$ cat src/rtl/uart_pkg.sv
// uart_pkg: widths shared by uart_rx, uart_tx and their FIFOs.
//   UART_DATA_WIDTH : default byte width for the UART datapath
//   cnt_width()     : bits needed to hold an occupancy of 0..depth
package uart_pkg;

  localparam int UART_DATA_WIDTH = 8;

  // Occupancy counters must represent DEPTH itself, hence depth+1.
  function automatic int cnt_width(input int depth);
    return $clog2(depth + 1);
  endfunction

endpackage

$ cat src/rtl/uart_rx_fifo_if.sv
// uart_rx_fifo_if: valid/ready byte stream.
//   data  : payload, driven by master
//   valid : payload present, driven by master
//   ready : sink accepts this cycle, driven by slave
interface uart_rx_fifo_if
  import uart_pkg::*;
#(
  parameter int DATA_WIDTH = UART_DATA_WIDTH
);
  logic [DATA_WIDTH-1:0] data;
  logic                  valid;
  logic                  ready;

  modport master (output data, output valid, input ready);
  modport slave  (input data, input valid, output ready);
endinterface

$ cat src/rtl/uart_fifo_mem.sv
// uart_fifo_mem: simple dual-port register array.
//   clk   : write clock
//   we    : write enable
//   waddr : write address
//   wdata : write data
//   raddr : read address (asynchronous read)
//   rdata : mem[raddr]
// Storage is deliberately not reset.
module uart_fifo_mem #(
  parameter int DATA_WIDTH = 8,
  parameter int DEPTH      = 16,
  localparam int AW        = $clog2(DEPTH)
) (
  input  logic                  clk,
  input  logic                  we,
  input  logic [AW-1:0]         waddr,
  input  logic [DATA_WIDTH-1:0] wdata,
  input  logic [AW-1:0]         raddr,
  output logic [DATA_WIDTH-1:0] rdata
);

  logic [DEPTH-1:0][DATA_WIDTH-1:0] mem;

  always_ff @(posedge clk)
    if (we) mem[waddr] <= wdata;

  assign rdata = mem[raddr];

endmodule

$ cat src/rtl/uart_rx_fifo.sv
// uart_rx_fifo: first-word-fall-through elastic buffer behind uart_rx.
//   clk      : system clock
//   rstn     : asynchronous active-low reset
//   flush    : synchronous clear of contents and flags
//   in_if    : byte stream from uart_rx (slave side, drives ready)
//   out_if   : byte stream to consumer (master side, head of FIFO)
//   count    : occupancy 0..DEPTH
//   rts_n    : flow control to remote, high = stop sending (hysteresis)
//   overflow : sticky, push attempted while full
module uart_rx_fifo
  import uart_pkg::*;
#(
  parameter int DATA_WIDTH        = UART_DATA_WIDTH,
  parameter int DEPTH             = 16,
  parameter int RTS_ASSERT_LEVEL  = 12,
  parameter int RTS_RELEASE_LEVEL = 4
) (
  input  logic                          clk,
  input  logic                          rstn,
  input  logic                          flush,
  uart_rx_fifo_if.slave                 in_if,
  uart_rx_fifo_if.master                out_if,
  output logic [cnt_width(DEPTH)-1:0]   count,
  output logic                          rts_n,
  output logic                          overflow
);

  localparam int AW = $clog2(DEPTH);
  localparam int CW = cnt_width(DEPTH);
  localparam logic [CW-1:0] FULL_CNT = CW'(DEPTH);
  localparam logic [CW-1:0] RTS_HI   = CW'(RTS_ASSERT_LEVEL);
  localparam logic [CW-1:0] RTS_LO   = CW'(RTS_RELEASE_LEVEL);

  logic [AW-1:0] wr_ptr, rd_ptr;
  logic [CW-1:0] cnt_nxt;
  logic          full, empty, push, pop, rts_nxt;

  // Handshake flags come only from registered count: no valid->ready path.
  assign full         = (count == FULL_CNT);
  assign empty        = (count == '0);
  assign in_if.ready  = !full;
  assign out_if.valid = !empty;

  assign push = in_if.valid && !full;
  assign pop  = out_if.ready && !empty;

  always_comb begin
    cnt_nxt = count;
    if (push && !pop)      cnt_nxt = count + CW'(1);
    else if (pop && !push) cnt_nxt = count - CW'(1);
  end

  // Hysteresis on the post-update occupancy so rts_n reacts the same cycle
  // the threshold is crossed, not one cycle later.
  always_comb begin
    rts_nxt = rts_n;
    if (cnt_nxt >= RTS_HI)      rts_nxt = 1'b1;
    else if (cnt_nxt <= RTS_LO) rts_nxt = 1'b0;
  end

  always_ff @(posedge clk or negedge rstn) begin
    if (!rstn) begin
      wr_ptr   <= '0;
      rd_ptr   <= '0;
      count    <= '0;
      rts_n    <= 1'b0;
      overflow <= 1'b0;
    end else if (flush) begin
      wr_ptr   <= '0;
      rd_ptr   <= '0;
      count    <= '0;
      rts_n    <= 1'b0;
      overflow <= 1'b0;
    end else begin
      if (push) wr_ptr <= wr_ptr + AW'(1);
      if (pop)  rd_ptr <= rd_ptr + AW'(1);
      count <= cnt_nxt;
      rts_n <= rts_nxt;
      // uart_rx holds the byte under backpressure; the flag only warns
      // software that the line is outrunning the consumer.
      if (in_if.valid && full) overflow <= 1'b1;
    end
  end

  uart_fifo_mem #(
    .DATA_WIDTH (DATA_WIDTH),
    .DEPTH      (DEPTH)
  ) u_mem (
    .clk   (clk),
    .we    (push && !flush),
    .waddr (wr_ptr),
    .wdata (in_if.data),
    .raddr (rd_ptr),
    .rdata (out_if.data)
  );

endmodule

$ cat src/flat_wrapper.sv
// flat-port wrapper written by rule: the top's interface ports become plain ports
module uart_rx_fifo_flat import uart_pkg::*;
#(
  parameter int DATA_WIDTH        = UART_DATA_WIDTH,
  parameter int DEPTH             = 16,
  parameter int RTS_ASSERT_LEVEL  = 12,
  parameter int RTS_RELEASE_LEVEL = 4
)
  (clk, rstn, flush, count, rts_n, overflow, in_if_data, in_if_valid, in_if_ready, out_if_data, out_if_valid, out_if_ready);
  uart_rx_fifo_if #(.DATA_WIDTH(DATA_WIDTH)) in_if_i ();
  uart_rx_fifo_if #(.DATA_WIDTH(DATA_WIDTH)) out_if_i ();
  input  logic clk;
  input  logic rstn;
  input  logic flush;
  output logic [cnt_width(DEPTH)-1:0] count;
  output logic rts_n;
  output logic overflow;
  input wire logic [$bits(in_if_i.data)-1:0] in_if_data;
  input wire logic [$bits(in_if_i.valid)-1:0] in_if_valid;
  output wire logic [$bits(in_if_i.ready)-1:0] in_if_ready;
  output wire logic [$bits(out_if_i.data)-1:0] out_if_data;
  output wire logic [$bits(out_if_i.valid)-1:0] out_if_valid;
  input wire logic [$bits(out_if_i.ready)-1:0] out_if_ready;
  assign in_if_i.data = in_if_data;
  assign in_if_i.valid = in_if_valid;
  assign in_if_ready = in_if_i.ready;
  assign out_if_data = out_if_i.data;
  assign out_if_valid = out_if_i.valid;
  assign out_if_i.ready = out_if_ready;
  uart_rx_fifo #(.DATA_WIDTH(DATA_WIDTH), .DEPTH(DEPTH), .RTS_ASSERT_LEVEL(RTS_ASSERT_LEVEL), .RTS_RELEASE_LEVEL(RTS_RELEASE_LEVEL)) u_core (.clk(clk), .rstn(rstn), .flush(flush), .in_if(in_if_i), .out_if(out_if_i), .count(count), .rts_n(rts_n), .overflow(overflow));
endmodule
$ cat config.mk
export PLATFORM = sky130hd
export DESIGN_NAME = uart_rx_fifo_flat
export DESIGN_NICKNAME = d
export VERILOG_FILES = /design/src/rtl/uart_pkg.sv /design/src/rtl/uart_rx_fifo_if.sv /design/src/rtl/uart_fifo_mem.sv /design/src/rtl/uart_rx_fifo.sv /design/src/flat_wrapper.sv
export SDC_FILE = /design/constraint.sdc
export NUM_CORES = 1
export LEC_CHECK = 0
export CAP_MARGIN = 40
export CORE_MARGIN = 2
export CORE_UTILIZATION = 55
export CTS_CLUSTER_DIAMETER = 200
export DETAILED_ROUTE_END_ITERATION = 10
export PLACE_DENSITY = 0.77
export RECOVER_POWER = 25
export SYNTH_ARGS = -nofsm -noshare
export SYNTH_HDL_FRONTEND = slang
export SYNTH_SLANG_ARGS = --single-unit
$ cat constraint.sdc
create_clock -name clk -period 4.5 [get_ports clk]
set_input_delay 0.9 -clock clk [delete_from_list [all_inputs] [get_ports clk]]
set_output_delay 0.9 -clock clk [all_outputs]
set_load 0.05 [all_outputs]
## Yosys cells after proc, flatten, opt, wreduce, memory -nomap -nowiden

Index checks and enable logic that the tools add are counted.

| operators by class | value |
|---|---|
| add/sub/neg operators | 4 |
| magnitude comparators | 5 |
| equal/unequal tests | 1 |
| muxes and demuxes | 17 |
| reduce and logical (&&, ||, !) cells | 17 |

Operator list:

| operator | count |
|---|---|
| bitwise mux 128 bit | 1 |
| binary-select mux 8 bit (select 4 bit) | 1 |
| demux 8 bit (select 4 bit) | 1 |
| two-way mux 4 bit | 4 |
| two-way mux 8 bit | 2 |
| two-way mux 5 bit | 3 |
| < comparator 4 x 5 -> 1 bit (second input constant) | 2 |
| adder 4 x 1 -> 4 bit (second input constant) | 2 |
| logical AND 1 bit | 7 |
| nonzero test 2 bit | 3 |
| adder 5 x 1 -> 5 bit (second input constant) | 1 |
| == test 5 bit (second input constant) | 1 |
| greater-or-equal comparator 5 x 4 -> 1 bit (second input constant) | 1 |
| less-or-equal comparator 5 x 3 -> 1 bit (second input constant) | 1 |
| zero test 1 bit | 5 |
| zero test 5 bit | 1 |
| two-way mux 1 bit | 5 |
| subtractor 5 x 1 -> 5 bit (second input constant) | 1 |
| greater-or-equal comparator 4 x 1 -> 1 bit (second input constant) | 1 |
| nonzero test 3 bit | 1 |

| word-level totals | value |
|---|---|
| register bits | 143 |
| bits of input ports | 13 |
| output and inout port bits | 17 |
| word-level logic and storage cells | 65 |

## Longest topological paths before layout

Gate-level depths: netlist of run 1.

| depth | value |
|---|---|
| depth after elaboration | 11 |
| gate-level depth with buffers | 10 |
| depth with buffers taken out | 9 |

## Hierarchy

A second synthesis of run 1 with hierarchy kept.

| unflattened totals | value |
|---|---|
| cells, all modules | 332 |
| area, all modules | 5953.2 µm² |

Modules (own cells, without submodules):

| module | times used | cells each | area an instance (µm²) | seq. area each (µm²) |
|---|---|---|---|---|
| uart_fifo_mem | 1 | 226 | 5009.8 | 3843.7 |
| uart_rx_fifo | 1 | 106 | 943.4 | 375.4 |

## Worst setup path after synthesis of run 1

OpenSTA, ideal clock, no wires.

| timing path | value |
|---|---|
| path type | flip-flop to flip-flop |
| start point | register u_core.count[0] |
| end point | register u_core.u_mem.mem[0] (netlist bit), enable pin |
| library setup time | 0.383 ns |
| arrival | 2.852 ns |
| required time | 4.117 ns |
| path slack | 1.264 ns |
| cell stages (with the launch flop) | 10 |
| buffers on the path | 1 |
| period minus slack after synthesis | 3.236 ns |
| path through | dfrtp_1 -> inv_1 -> ha_1 -> and4bb_2 -> inv_1 -> nand2_1 -> buf_2 -> nor2_1 -> nand2_1 -> nor3_1 |

| on the way | value |
|---|---|
| cells in the longest elaborated chain, start to end | 4 |

RTL lines:

| item | line | text |
|---|---|---|
| from (decl) | uart_rx_fifo.sv:23 | `output logic [cnt_width(DEPTH)-1:0] count,` |
| from (signal assigned) | uart_rx_fifo.sv:77 | `count <= cnt_nxt;` |
| == test 5 bit | uart_rx_fifo.sv:39 | `assign full = (count == FULL_CNT);` |
| zero test 1 bit | n/a |  |
| net in_if_ready | flat_wrapper.sv:20 | `output wire logic [$bits(in_if_i.ready)-1:0] in_if_ready;` |
| logical AND 1 bit | uart_rx_fifo.sv:44 | `assign push = in_if.valid && !full;` |
| logical AND 1 bit | uart_rx_fifo.sv:90 | `.we (push && !flush),` |
| to (signal, indexed assignment) | uart_fifo_mem.sv:25 | `if (we) mem[waddr] <= wdata;` |
| to (decl) | uart_fifo_mem.sv:22 | `logic [DEPTH-1:0][DATA_WIDTH-1:0] mem;` |

The timed path passes the listed nets, and every way through them passes these cells.
A chain may end at the register's enable or synchronous reset.

## Worst setup path after layout of run 1

| timing path | value |
|---|---|
| start point | register u_core.rd_ptr[0] |
| end point | output port out_if_data[0] |

| on the way | value |
|---|---|
| cells in the longest elaborated chain, start to end | 2 |

RTL lines:

| item | line | text |
|---|---|---|
| from (decl) | uart_rx_fifo.sv:34 | `logic [AW-1:0] wr_ptr, rd_ptr;` |
| from (signal assigned) | uart_rx_fifo.sv:76 | `if (pop) rd_ptr <= rd_ptr + AW'(1);` |
| binary-select mux 8 bit (select 4 bit) | uart_fifo_mem.sv:27 | `assign rdata = mem[raddr];` |
| two-way mux 8 bit (implied by the code) | uart_fifo_mem.sv:27 |  |
| to (decl) | flat_wrapper.sv:21 | `output wire logic [$bits(out_if_i.data)-1:0] out_if_data;` |

No other way between the ends. The select of a mux whose other input is x is not followed.

==> results of run 1 <==
[cell type report]
cell class | count | area, um2
Multi-Input combinational cell | 135 | 1460
Fill cell | 676 | 3400
Tap cell | 136 | 170
Inverter | 5 | 18.8
Clock buffer | 17 | 414
Sequential cell | 143 | 4220
Timing Repair Buffer | 41 | 393
Clock inverter | 15 | 199
[per-layer routing]
metal	vias up	wire length, um
met5	-	0
li1	1291	-
met4	0	108
met3	8	701
met1	1515	4850
met2	96	5750
[tightest hold or removal path, delay by kind of cell (launching register included)]
kind	cells	cell delay, ns
flip-flops	1	0.35
AO/OA/AOI/OAI	1	0.05
AND/OR/NAND/NOR	1	0.09
[state kept, by name, indices dropped and copies added, names as in the netlist]
register and flops:
u_core.overflow 1, u_core.rd_ptr 4, u_core.u_mem.mem 128, u_core.rts_n 1, u_core.wr_ptr 4, u_core.count 5
[cells in the final DEF (no fill, tap or decap), types with 2 or more instances in the layout]
cell	synthesis	layout
mux4_2	40	40
edfxtp_1	128	128
ha_1	7	7
nor3_1	6	6
dlygate4sd3_1	0	5
dfrtp_1	15	14
xor2_1	5	5
inv_1	5	5
a31oi_1	3	3
clkinv_8	0	3
nand3_1	2	2
xnor2_1	4	4
bufinv_16	0	2
or3_1	2	2
o21ai_0	2	2
a211oi_1	2	2
inv_6	0	5
buf_4	0	11
nand2b_1	2	2
clkbuf_16	0	16
a21oi_1	7	7
clkinvlp_4	0	2
nand2_1	16	16
clkdlybuf4s50_1	0	24
nor2_1	27	27
inv_8	0	2
[stage by stage]
stage                     setup slack, ns  hold WS, ns  power (mW)  cells  cell area (um2)
after floorplan                      1.26        0.556        2.21    301             5780
after global placement               1.06        0.499        2.43    458             6250
after detailed placement             1.06        0.523        2.44    459             6250
after CTS                           0.469        0.537        3.85    491             6870
after global routing                0.415        0.579        3.96    492             6870
final                               0.516        0.526        3.83    492             6870
[how the worst min path moves through the flow]
stage / end / slack [ns] / cells after the start
2_1_floorplan: u_core.wr_ptr[1]$_DFFE_PN0P_ / 0.56 / 2
3_3_place_gp: u_core.overflow$_DFFE_PN0P_ / 0.50 / 2
3_5_place_dp: u_core.overflow$_DFFE_PN0P_ / 0.52 / 2
4_1_cts: u_core.rd_ptr[1]$_DFFE_PN0P_ / 0.54 / 2
5_1_grt: u_core.rd_ptr[1]$_DFFE_PN0P_ / 0.58 / 2
6_report: u_core.overflow$_DFFE_PN0P_ / 0.53 / 2
[power breakdown]
group / internal [mW] / switching, mW
Combinational: 0.403 / 0.487
Sequential: 1.48 / 0.0462
Clock: 0.819 / 0.594
Total: 2.70 / 1.13
[cells by family (layout without fill, tap and decap cells)]
kind of cell	count (synthesis)	count (layout)
multiplexers	41	41
XOR/XNOR	9	9
flip-flops	143	143
buffers and inverters	23	78
adder cells (fa/ha/maj)	7	7
AND/OR/NAND/NOR	61	61
AO/OA/AOI/OAI	17	17
==> results.md, run 1 <==
* Post-synth EDFFs at 128
* Clk_lat worst skew at 0.53 ns
* Starting Density at 56.2%
* Chip width at 106 um
* Crit path required time at 3.60 ns
* Final Cycle Share at 88.5%
* Worst-path maximum fanout at 30
* Worst reg2reg path depth at 8
* Initial drt markers at 245
* Maximum VDD drop at 0.304 mV
* WL final at 11400 um
* Worst setup path class: reg2out
* Reg-to-reg endpoint: u_core.u_mem.mem[92]$_DFFE_PP_
* Sequential share of the synthesized area at 73.0%
* H-tree depth at 4
* Syn_area_per_cell at 19.2 um2
* Largest stage delay on the critical path at 0.71 ns
* Clk_skew at 0.0115 ns
* Row count at 37
* Pwr/cell area at 557 mW/mm2
* Fin. max-slew vios at 0
* Largest net degree at the start of global routing at 35
* Number of global-route vias before repair at 2934
* RSZ-0062 raised after global routing: no
* CP endpoint kind: primary output
* Worst Setup EP: out_if_data[0]
* Overflow after GRT at 0
* Worst setup SP type: register
* Clock slew at reported path FFs at 0.07 ns
* Die height at 106 um
* Netlist Area Pre-Place at 0.00578 mm2
* Grt met1 use at 31.3%
* Diode count at 0
* Tot GR Track Use at 22.2%
* Synth Area in XOR/XNOR at 1.36%
* Arrival @ worst endpoint at 3.08 ns
* Resize count post-CTS at 0
* Post-CTS Hold Buffers at 0
* Slew at the pin with the worst max-slew slack at 0.891 ns
* Top_reg_cell synth: edfxtp_1
* Status: completed
* Final nets at 363
* Post-Synth Simple-Gate Area at 4.79%
* CTS Buf Count at 17
* Post-CTS Setup Bufs at 0
* GRT met3 Usage at 6.07%
* Worst-path cell chain: buf_12 > mux4_2 > mux4_2 > clkdlybuf4s50_1
* Share of post-route cells with drive strength above 1 at 24.4%
* Setup violators final at 0
* Via count at 2910
* Area grow syn2layout at 19.0%
* Wire length per cell at 23.2 um
* Drt first pass iters at 5
* WP buf/inv at 2
* Dominant cell by count in the synthesized netlist: edfxtp_1
* Top cells by count, synth: edfxtp_1 (128), mux4_2 (40), nor2_1 (27)
* Ys async rst share at 10.5%
* Syn nets at 321
* Core area at 0.0103 mm2
* Vias per cell at 5.91
* Synth Register Bits at 143
* Crit path from: u_core.rd_ptr[0]$_DFFE_PN0P_
* Global-route wire length before repair at 17500 um
* Maximum clock frequency at 251 MHz
* Layer with the highest usage: met2
* Post-synthesis adder-cell area fraction at 1.52%
* Root Buffer: clkbuf_8
* Path type of the worst min-delay path: reg2reg
* Ranking of synthesized cells by area: edfxtp_1 (67%), mux4_2 (16%), dfrtp_1 (6.5%)
* Min Clock Period, post-route at 3.98 ns
* GR Util met2 at 35.0%
* Die area at 0.0113 mm2
* Synth Instances at 301
* Cell mode on critical path: mux4_2
* Synth unique cells at 31
* DRC errors left at 0
* Largest area contributor in the netlist: edfxtp_1
* Slew HR at 40.4%
* Critical path depth at 4
* DPL Wire Length at 6950 um
* GP Congestion at 0.827
* Leakage at 2.23 nW
* CTS max path bufs at 2
* Complex-gate fraction of the synthesized area at 1.82%
* Setup Total Neg Slack at 0 ns
* DRT antenna net count at 0
* # port buffers at 29
* CP top delay family: multiplexers
* Combinational family with the most area after synthesis: multiplexers
* Clock sinks at 143
* Endpoints failing hold at 0
* Register-to-Register Setup Slack at 1.59 ns
* Final Util at 66.9%
* CTS tree: built
* Worst path slowest cell: clkdlybuf4s50_1
* Initial antenna violation count at 0
* Synth top area share at 66.5%
* Synth Warn # at 0
* Critical R2R Launch: u_core.count[0]$_DFF_PN0_
* IO Pins at 30
* Hold path start: u_core.overflow$_DFFE_PN0P_
* Mux cell area share after synthesis at 15.8%
* Number of max-cap violations at 0
Note: power is estimated with default switching activity, not from simulation.
==> inputs of run 2 (changes only) <==
--- a/config.mk
+++ b/config.mk
@@ -8,10 +8,12 @@
 export CAP_MARGIN = 40
 export CORE_MARGIN = 2
 export CORE_UTILIZATION = 55
-export CTS_CLUSTER_DIAMETER = 200
+export CTS_CLUSTER_DIAMETER = 120
 export DETAILED_ROUTE_END_ITERATION = 10
-export PLACE_DENSITY = 0.77
+export DONT_BUFFER_PORTS = 1
+export PLACE_DENSITY = 0.73
 export RECOVER_POWER = 25
+export SETUP_SLACK_MARGIN = 0.1
 export SYNTH_ARGS = -nofsm -noshare
 export SYNTH_HDL_FRONTEND = slang
 export SYNTH_SLANG_ARGS = --single-unit
==> run 2 against run 1 <==
Effect of this change:
- combinational power shrank 23%
- critical path depth down 1
- cell area shrank 5.2%
- global-route usage down 0.18 points
- non-clock buffer count fell by 34
- clock-buffer cell count unchanged
- sequential power grew 6%
- hold slack worse by 0.45 ns
- setup slack improved by 0.21 ns
- clock power hardly changed
- die area stayed put
- register-to-register slack got worse by 0.71 ns
- critical path type unchanged
- largest cell class unchanged
- highest routed layer unchanged
==> results.md, run 2 (synthesized netlist as in run 1, its figures left out) <==
* Setup Total Neg Slack at 0 ns
* Row count at 37
* Commonest non-fill, non-tap cell in the layout: edfxtp_1
* Min Clock Period, post-route at 3.78 ns
* Comb power frac at 18.6%
* Filler cells at 720
* Tot GR Track Use at 22.0%
* Clock sinks at 143
* Die area at 0.0113 mm2
* Initial drt markers at 238
* GP Congestion at 0.793
* Status: completed
* Sw power at 1.06 mW
* Cell area after layout at 0.00652 mm2
* Number of max-cap violations at 0
* Pwr/cell area at 567 mW/mm2
* WHS at 0.0792 ns
* Worst setup path class: reg2out
* DRC errors left at 0
* IO Pins at 30
* Worst setup SP type: register
* DRT antenna net count at 0
* Post-route insts no fill at 458
* Placed cells at 426
* Leakage at 2.09 nW
* Clock slew at reported path FFs at 0.06 ns
* Post-CTS Hold Buffers at 0
* Post-DP Area at 0.00592 mm2
* Endpoints failing hold at 0
* Area grow syn2layout at 12.8%
* CTS Buf Count at 17
* Overflow after GRT at 0
* Share of post-route cells with drive strength above 1 at 24.5%
* Fin. max-slew vios at 0
* WL final at 11400 um
* Wire length per cell at 24.9 um
* Path type of the worst min-delay path: in2async
* Core area at 0.0103 mm2
* Arrival @ worst endpoint at 2.88 ns
* Area of the multi-input gates at 0.00146 mm2
* Die height at 106 um
* Top reg by flops: u_core.u_mem.mem
* # port buffers at 0
* Final Cycle Share at 83.9%
* Number of global-route vias before repair at 2856
* Via count at 2799
* Largest regs: u_core.u_mem.mem x128, u_core.count x5
* RSZ-0062 raised after global routing: no
* CTS tree: built
* Max FFs per register at 128
* Register area at 0.00422 mm2
* Setup violators final at 0
* DPL Wire Length at 7170 um
* CP endpoint kind: primary output
* Resize count post-CTS at 0
* Diode count at 0
* Starting Density at 56.2%
* Largest net degree at the start of global routing at 25
* Clock power share at 37.8%
* Root Buffer: clkbuf_8
* Final nets at 329
* Post-CTS Setup Bufs at 0
* Commonest non-fill, non-tap cells in the layout: edfxtp_1 (128), mux4_2 (40), nor2_1 (27), nand2_1 (16), clkbuf_16 (16)
* Pwr Total at 3.70 mW
* Sw frac at 28.7%
* H-tree depth at 4
* Sequential share of power at 43.6%
* Clk_skew at 0.00797 ns
* Crit path required time at 3.60 ns
* Chip width at 106 um
* Global-route wire length before repair at 17400 um
* Maximum clock frequency at 265 MHz
* Worst-path maximum fanout at 16
* Slew HR at 47.7%
* Maximum VDD drop at 0.301 mV
* Int Pwr at 2.64 mW
* Slew at the pin with the worst max-slew slack at 0.782 ns
* CTS max path bufs at 2
* Drt first pass iters at 5
* Clk_lat worst skew at 0.51 ns
* Vias per cell at 6.11
* Initial antenna violation count at 0
run 2: final cells by class:
type | count | share of cell area (%)
clock buffer | 17 | 6.36
clock inverter | 15 | 2.78
inverter | 5 | 0.288
multi-input combinational | 135 | 22.4
sequential | 143 | 64.8
tap | 136 | 2.61
timing repair buffer | 7 | 0.806
run 2: critical path, stage by stage (launching register included):
cell and delay (ns):
dfrtp_2 0.74, buf_4 0.37, mux4_2 0.59, mux4_2 0.65
run 2: power by group through the flow:
stage / Clock, mW / Combinational [mW] / Sequential, mW
2_1_floorplan: 0 / 0.631 / 1.58
3_3_place_gp: 0 / 0.681 / 1.64
3_5_place_dp: 0 / 0.690 / 1.64
4_1_cts: 1.42 / 0.695 / 1.62
5_1_grt: 1.47 / 0.732 / 1.62
6_report: 1.40 / 0.687 / 1.61
run 2: worst paths after layout:
kind,startpoint,to,slack [ns],cells past startpoint
worst max-delay path,u_core.rd_ptr[0]$_DFFE_PN0P_,out_if_data[0],0.72,3
worst min-delay path,rstn,u_core.count[2]$_DFF_PN0_,0.08,0
worst max register to register,u_core.count[0]$_DFF_PN0_,u_core.u_mem.mem[105]$_DFFE_PP_,0.88,8
worst min register to register,u_core.wr_ptr[1]$_DFFE_PN0P_,u_core.wr_ptr[1]$_DFFE_PN0P_,0.58,2
max in group asynchronous,rstn,u_core.rd_ptr[0]$_DFFE_PN0P_,4.34,0
min in group clk,flush,u_core.rd_ptr[0]$_DFFE_PN0P_,0.45,1
run 2: metal layers:
layer / GRT usage, % / vias up / part of all wire, %
met5: 0 / - / 0
li1: - / 1220 / -
met3: 7.42 / 9 / 7.2
met4: 7.42 / 0 / 1.3
met1: 29.8 / 1454 / 41
met2: 34.2 / 116 / 51
run 2: metrics by stage:
step                      utilization (%)  worst slack [ns]
after global routing                 63.4             0.546
final                                63.4             0.722
after detailed placement             57.6             0.871
after floorplan                         -              1.26
after CTS                            63.4             0.658
after global placement               57.6              1.05
